`config.mk`:
```
export PLATFORM = sky130hd
export DESIGN_NAME = counter_updown_mod
export DESIGN_NICKNAME = d
export VERILOG_FILES = /design/src/rtl/counter_pkg.sv /design/src/rtl/counter_prescale.sv /design/src/rtl/counter_updown_mod.sv
export SDC_FILE = /design/constraint.sdc
export NUM_CORES = 1
export LEC_CHECK = 0
export BUFFER_PORTS_ARGS = -buffer_cell sky130_fd_sc_hd__buf_4
export CAP_MARGIN = 20
export CORE_UTILIZATION = 51
export CTS_CLUSTER_DIAMETER = 100
export DETAILED_ROUTE_END_ITERATION = 8
export PLACE_DENSITY = 0.77
export SLEW_MARGIN = 20
export SYNTH_ARGS = -nofsm -noshare
export SYNTH_HDL_FRONTEND = slang
export SYNTH_HIERARCHICAL = 1
export SYNTH_SLANG_ARGS = --single-unit
export TNS_END_PERCENT = 5
```
`constraint.sdc`:
```
create_clock -name clk -period 1.7 [get_ports clk]
set_clock_uncertainty 0.1 [all_clocks]
set_input_delay 0 -clock clk [delete_from_list [all_inputs] [get_ports clk]]
set_output_delay 0 -clock clk [all_outputs]
set_load 0.005 [all_outputs]
```
`src/rtl/counter_pkg.sv`:
```
`default_nettype none
// ============================================================================
// Module      : counter_pkg
// Description : Shared defaults and per-cycle command encoding for the
//               up/down counter and its prescaler.
// Revision    : 1.0 - initial release
// ============================================================================
package counter_pkg;

    localparam int DEF_WIDTH    = 8;
    localparam int DEF_MAX      = 255;
    localparam int DEF_PRESCALE = 1;

    typedef logic [1:0] cmd_t;

    localparam cmd_t CMD_CLR  = 2'd0;
    localparam cmd_t CMD_LOAD = 2'd1;
    localparam cmd_t CMD_STEP = 2'd2;
    localparam cmd_t CMD_HOLD = 2'd3;

    // Resolves the clr > load > step > hold priority into one command.
    function automatic cmd_t sel_cmd(input logic clr, input logic load, input logic step);
        cmd_t cmd;
        if (clr)
            cmd = CMD_CLR;
        else if (load)
            cmd = CMD_LOAD;
        else if (step)
            cmd = CMD_STEP;
        else
            cmd = CMD_HOLD;
        return cmd;
    endfunction

endpackage
`default_nettype wire

```
`src/rtl/counter_prescale.sv`:
```
`default_nettype none
// ============================================================================
// Module      : counter_prescale
// Description : Counts enabled cycles 0..PRESCALE-1 and pulses tick on the last.
// Revision    : 1.0 - initial release
// ============================================================================
module counter_prescale
    import counter_pkg::*;
#(
    parameter int PRESCALE = DEF_PRESCALE
) (
    input  logic clk,
    input  logic rst,
    input  logic en,
    input  logic sync_clr,
    output logic tick
);

    localparam int PW = (PRESCALE > 1) ? $clog2(PRESCALE) : 1;
    localparam logic [PW-1:0] c_LAST = PW'(PRESCALE - 1);

    logic [PW-1:0] r_cnt;

    // With PRESCALE=1 r_cnt stays at zero and tick simply follows en.
    assign tick = en && (r_cnt == c_LAST);

    always_ff @(posedge clk or negedge rst) begin
        if (!rst) begin
            r_cnt <= '0;
        end else if (sync_clr) begin
            r_cnt <= '0;
        end else if (en) begin
            if (tick)
                r_cnt <= '0;
            else
                r_cnt <= r_cnt + PW'(1);
        end
    end

endmodule
`default_nettype wire

```
`src/rtl/counter_updown_mod.sv`:
```
`default_nettype none
// ============================================================================
// Module      : counter_updown_mod
// Description : Prescaled up/down counter with clear, clamped load and
//               terminal-count flag. COUNTER_SAT_EN selects saturation.
// Revision    : 1.0 - initial release
// ============================================================================
module counter_updown_mod
    import counter_pkg::*;
#(
    parameter int WIDTH    = DEF_WIDTH,
    parameter int MAX      = DEF_MAX,
    parameter int PRESCALE = DEF_PRESCALE
) (
    input  logic             clk,
    input  logic             rst,
    input  logic             en,
    input  logic             up,
    input  logic             clr,
    input  logic             load,
    input  logic [WIDTH-1:0] load_val,
    output logic [WIDTH-1:0] count,
    output logic             tc
);

    localparam logic [WIDTH-1:0] c_MAX  = WIDTH'(MAX);
    localparam logic [WIDTH-1:0] c_ZERO = '0;

    logic             w_tick;
    cmd_t             w_cmd;
    logic [WIDTH-1:0] w_count_nxt;
    logic             w_tc_nxt;
    logic [WIDTH-1:0] r_count;
    logic             r_tc;

    // clr and load both restart the prescaler so the next step is a full period away.
    counter_prescale #(
        .PRESCALE (PRESCALE)
    ) u_prescale (
        .clk      (clk),
        .rst      (rst),
        .en       (en),
        .sync_clr (clr | load),
        .tick     (w_tick)
    );

    always_comb begin
        w_cmd       = sel_cmd(clr, load, w_tick);
        w_count_nxt = r_count;
        w_tc_nxt    = 1'b0;
        case (w_cmd)
            CMD_CLR: begin
                w_count_nxt = c_ZERO;
            end
            CMD_LOAD: begin
                w_count_nxt = (load_val > c_MAX) ? c_MAX : load_val;
            end
            CMD_STEP: begin
                if (up) begin
                    if (r_count == c_MAX) begin
`ifdef COUNTER_SAT_EN
                        w_count_nxt = c_MAX;
`else
                        w_count_nxt = c_ZERO;
                        w_tc_nxt    = 1'b1;
`endif
                    end else begin
                        w_count_nxt = r_count + WIDTH'(1);
                    end
                end else begin
                    if (r_count == c_ZERO) begin
`ifdef COUNTER_SAT_EN
                        w_count_nxt = c_ZERO;
`else
                        w_count_nxt = c_MAX;
                        w_tc_nxt    = 1'b1;
`endif
                    end else begin
                        w_count_nxt = r_count - WIDTH'(1);
                    end
                end
            end
            CMD_HOLD: begin
                w_count_nxt = r_count;
            end
            default: begin
                w_count_nxt = r_count;
            end
        endcase
`ifdef COUNTER_SAT_EN
        // In saturating mode tc marks sitting at the limit in the current direction.
        if ((w_cmd == CMD_STEP) || (w_cmd == CMD_HOLD))
            w_tc_nxt = en && (up ? (w_count_nxt == c_MAX) : (w_count_nxt == c_ZERO));
`endif
    end

    always_ff @(posedge clk or negedge rst) begin
        if (!rst) begin
            r_count <= '0;
            r_tc    <= 1'b0;
        end else begin
            r_count <= w_count_nxt;
            r_tc    <= w_tc_nxt;
        end
    end

    assign count = r_count;
    assign tc    = r_tc;

endmodule
`default_nettype wire
```
; Word level (Yosys, flattened, before mapping)
; Cells that the tools add are included.
[word_totals]
elab_cells = 32
ff_bits = 10
output_inout_bits = 9
input_bits = 14
[classes]
bitwise = 2
n_reduce_logical = 4
n_mux = 15
order_cmp = 1
addsub = 3
eq_ne = 4
[ops]
columns = op, count
row1 = $mux 8, 4
row2 = $pmux 8 s3, 1
row3 = $add 8x1->8 const B, 1
row4 = $eq 8x8->1 const B, 1
row5 = $gt 8x8->1 const B, 1
row6 = $logic_not 8->1, 1
row7 = $mux 1, 8
row8 = $sub 8x1->8 const B, 1
row9 = $eq 2x2->1 const B, 2
row10 = $mux 2, 2
row11 = $eq 2x1->1 const B, 1
row12 = $logic_not 2->1, 1
row13 = $reduce_bool 2->1, 1
row14 = $add 1x1->1 const B, 1
row15 = $logic_and 1x1->1, 1
row16 = $not 1->1, 1
row17 = $or 1x1->1, 1

; Logic depth before layout (Yosys ltp)
[logic_depth]
depth_word = 7
mapped_depth = 7
ltp_nobuf = 7

; Cells and area by module
; Netlist, hierarchy kept.
[modules_own_cells]
columns = mod, area_per_inst_um2, cells_each, seq_area_each_um2, n_inst
row1 = counter_updown_mod, 840.8, 108, 225.2, 1
row2 = counter_prescale, 46.3, 3, 25.0, 1

; Worst setup path after synthesis
; OpenSTA, ideal clock, no wires.
[synth_path]
path_kind = register -> register
start = register r_count[0], in the netlist count[0]
end = register r_count[4], in the netlist count[4]
setup_time_ns = 0.133
arrival_time_ns = 1.395
slack_ns = 0.072
period_less_slack_ns = 1.628
t_required_ns = 1.467
path_buffers = 0
stages_incl_launch_ff = 7
path_cell_list = dfrtp_1 -> inv_1 -> ha_1 -> nor3b_1 -> and2_1 -> nor4b_1 -> o32ai_1
[synth_via]
elab_chain_cells = 4
word_cells_on_any_way = 8
cone_classes = add/sub: 2 / eq/ne: 1 / mux: 4 / reduce/logical: 1
[synth_lines]
columns = element, line_no
row1 = "start, declared", counter_updown_mod.sv:33  ; logic [WIDTH-1:0] r_count;
row2 = "start signal, assigned", counter_updown_mod.sv:102  ; r_count <= w_count_nxt;
row3 = "$sub 8x1->8, or another cell as far along", counter_updown_mod.sv:79  ; w_count_nxt = r_count - WIDTH'(1);
row4 = "$mux 8, on equally long branches", "counter_updown_mod.sv:71, counter_updown_mod.sv:60"
row5 = $mux 8 (*), counter_updown_mod.sv:59  ; if (up) begin
row6 = $pmux 8 s3 (*), counter_updown_mod.sv:51  ; case (w_cmd)
; Mark *: on every way between the ends. The rest lies on a longest branch, timed or not.
; A chain may end at the register's enable or synchronous reset.

; Final worst setup path
[layout_path]
start = register r_count[2], in the netlist count[2]
end = register r_count[7], in the netlist count[7]
; The elaborated chain is that of the path after synthesis.

==> metrics.md <==
| Metric | Value |
|---|---|
| Drt wl/cell | 16.6 um |
| Async S/R FF share, synth | 100% |
| Setup crit end kind | flop |
| Gate Count Post-Synth | 111 |
| Post-route minimum period | 1.66 ns |
| CTS tree | yes |
| Worst Hold End | count[5] |
| LEAKAGE | 0.540 nW |
| R2R cell count | 5 |
| Port-buffer cells | 22 |
| Worst reg2reg setup slack | 0.04 ns |
| Top post-synthesis cells by area | dfrtp_1 (28%), a21oi_1 (6.2%), nor2_1 (5.9%) |
| Pre-antenna DRT Iters | 4 |
| HP Class | in -> reg |
| Die Y | 43.7 um |
| Max IR drop VDD | 0.404 mV |
| CTS root buffer | clkbuf_4 |
| Post-synth EDFFs | 0 |
| Fmax | 0.602 GHz |
| Clock buffer depth | 2 |
| Initial antenna violation count | 0 |
| Slew Limit Fails | 0 |
| Drt via density | 6.52 |
| Most frequent cell after synthesis | nor2_1 |
| Clock slew seen by the registers of the worst setup and hold paths | 0.07 ns |
| Effective utilization at floorplan | 56.9% |
| Startpoint types | flop |
| Share of post-route cells with drive strength above 1 | 37.1% |
| Ports | 23 |
| Main synth FF type | dfrtp_1 |
| DR DRC count | 0 |
| Via count | 1,089 |
| Post-DP HPWL | 1850 um |
| Status | completed |
| PD cells | 655 mW/mm^2 |
| Final period util | 97.7% |
| Placement Setup Slack | -0.0522 ns |
| Rel. slew slack | 64.9% |
| Inserted Diodes | 0 |
| Post-synthesis sequential area ratio | 28.2% |
| Yosys cell types | 43 |
| Yosys top cell by area | dfrtp_1 |
| Total wire length | 2770 um |
| Hold Crit Depth | 3 |
| DRT iter0 DRCs | 55 |
| Syn nets | 128 |
| Total power | 0.846 mW |
| Seq cells post-synth | 10 |
| Core Rows | 14 |
| CP arrival | 1.71 ns |
| Post-route cell area | 0.00129 mm^2 |
| First-pass GRT wire length | 4240 um |
| H-tree level count | 1 |
| Post-synth top area share | 28.2% |
| Die width | 43.7 um |
| Grt ovf | 0 |
| Critical path class | reg -> reg |
| Avg Cell Area, Syn | 7.99 um^2 |
| Worst-skew pair later-pin latency | 0.26 ns |
| R2R Path End | count[7] |
| Worst EP required | 1.75 ns |
| MaxCap Viol Count | 0 |
| Number of global-route vias before repair | 999 |
| DP Area | 0.00109 mm^2 |
| Setup slack after layout | 0.0385 ns |
| Hold path start | load |
| Total CTS buffers | 3 |
| Worst r2r src | count[2] |
| # setup viols final | 0 |
| Core ar. | 0.00156 mm^2 |
| Crit path max fanout | 7 |
| Synth top cells by count | nor2_1 (14), a21oi_1 (11), dfrtp_1 (10), nand3_1 (7), nand2_1 (6) |
| Number of nets with antenna violations after routing | 0 |
| Area delta synth->final | 45.6% |
| Total track usage | 30.3% |
| Final Util | 82.8% |
| Sink Count | 10 |
| Unrepaired setup endpoints after global routing | true |
| Yosys warnings | 6 |
| Synthesized area | 887 um^2 |
| Die Area | 0.00191 mm^2 |
| Final GP Congestion | 0.928 |
| Final Net Count | 169 |
| Largest net degree at the start of global routing | 19 |
| Worst-Margin Slew | 0.525 ns |
| Final Hold Fails | 0 |
layer usage:
metal  global-route usage, %  wire length [um]  up-vias  part of all wire, %
met2                    49.9              1290       76                   47
li1                        -                 -      498                    -
met1                    38.8              1100      499                   40
met4                    15.6                99        0                  3.6
met3                    3.75               276       16                   10
met5                       0                 0        -                    0
power breakdown:
part	internal (mW)	leakage [nW]	switching, mW	total, mW
Sequential	0.256	0.127	0.0302	0.287
Clock	0.130	0.0210	0.0888	0.219
Combinational	0.176	0.392	0.164	0.340
Total	0.562	0.540	0.283	0.846
cell families (layout without fill, tap and decap cells):
kind of cell | Yosys count | after routing | synth area share, %
flip-flops | 10 | 10 | 28.2
buffers and inverters | 11 | 51 | 7.19
AND/OR/NAND/NOR | 51 | 51 | 33.6
AO/OA/AOI/OAI | 33 | 33 | 23.6
XOR/XNOR | 2 | 2 | 1.97
adder cells (fa/ha/maj) | 3 | 3 | 4.23
multiplexers | 1 | 1 | 1.27
worst max-delay path, cell delays in order, from the launching register on:
cell,delay [ns]
dfrtp_2,0.47
nor4_4,0.39
nand3_1,0.12
nand3b_1,0.11
a221oi_1,0.09
a221o_1,0.27
how the worst max path moves through the flow:
stage,startpoint,endpoint,slack [ns]
after floorplan,count[0],count[4],0.07
after global placement,count[1],count[4],0.04
after detailed placement,count[1],count[4],-0.05
after CTS,count[1],count[4],0.01
after global routing,count[2],count[3],-0.07
final,count[2],count[7],0.04
placed cells by master (no fill, tap or decap), drive strengths merged, types with 4 or more instances in the layout:
| cell | netlist | layout |
|---|---|---|
| dfrtp | 10 | 10 |
| nor4 | 5 | 5 |
| o21ai | 6 | 6 |
| dlygate4sd3 | 0 | 11 |
| nand3 | 7 | 7 |
| buf | 6 | 33 |
| a21oi | 11 | 11 |
| nor2 | 14 | 14 |
| nand2 | 6 | 6 |
| clkbuf | 2 | 4 |
| nor3b | 5 | 5 |
per-stage QoR:
| step | hold WS (ns) | cells | setup TNS, ns |
|---|---|---|---|
| after floorplan | -0.396 | 111 | 0 |
| after global placement | -0.261 | 151 | 0 |
| after detailed placement | -0.260 | 151 | -0.0522 |
| after CTS | 0.0160 | 166 | 0 |
| after global routing | 0.0519 | 167 | -0.214 |
| final | 0.0315 | 167 | 0 |
what timing repair did:
item                                    in CTS  in global routing
hold endpoints to repair                    18                  0
endpoints found under the setup margin       6                  8
pin swaps                                    0                  3
buffers inserted                             0                  1
hold buffers                                11                  0
resized for setup                            2                 13
sequential cells by signal, indices dropped and copies added (netlist names):
signal / cells
count: 8
u_prescale/r_cnt: 1
tc: 1
cell type report:
class                      instances  area [um^2]
fill                             102          268
tap                               16         20.0
sequential                        10          255
inverter                           3         11.3
clock buffer                       4         36.3
multi-input combinational         90          611
timing repair buffer              44          358
No activity file was read; power rests on OpenSTA's default activity.
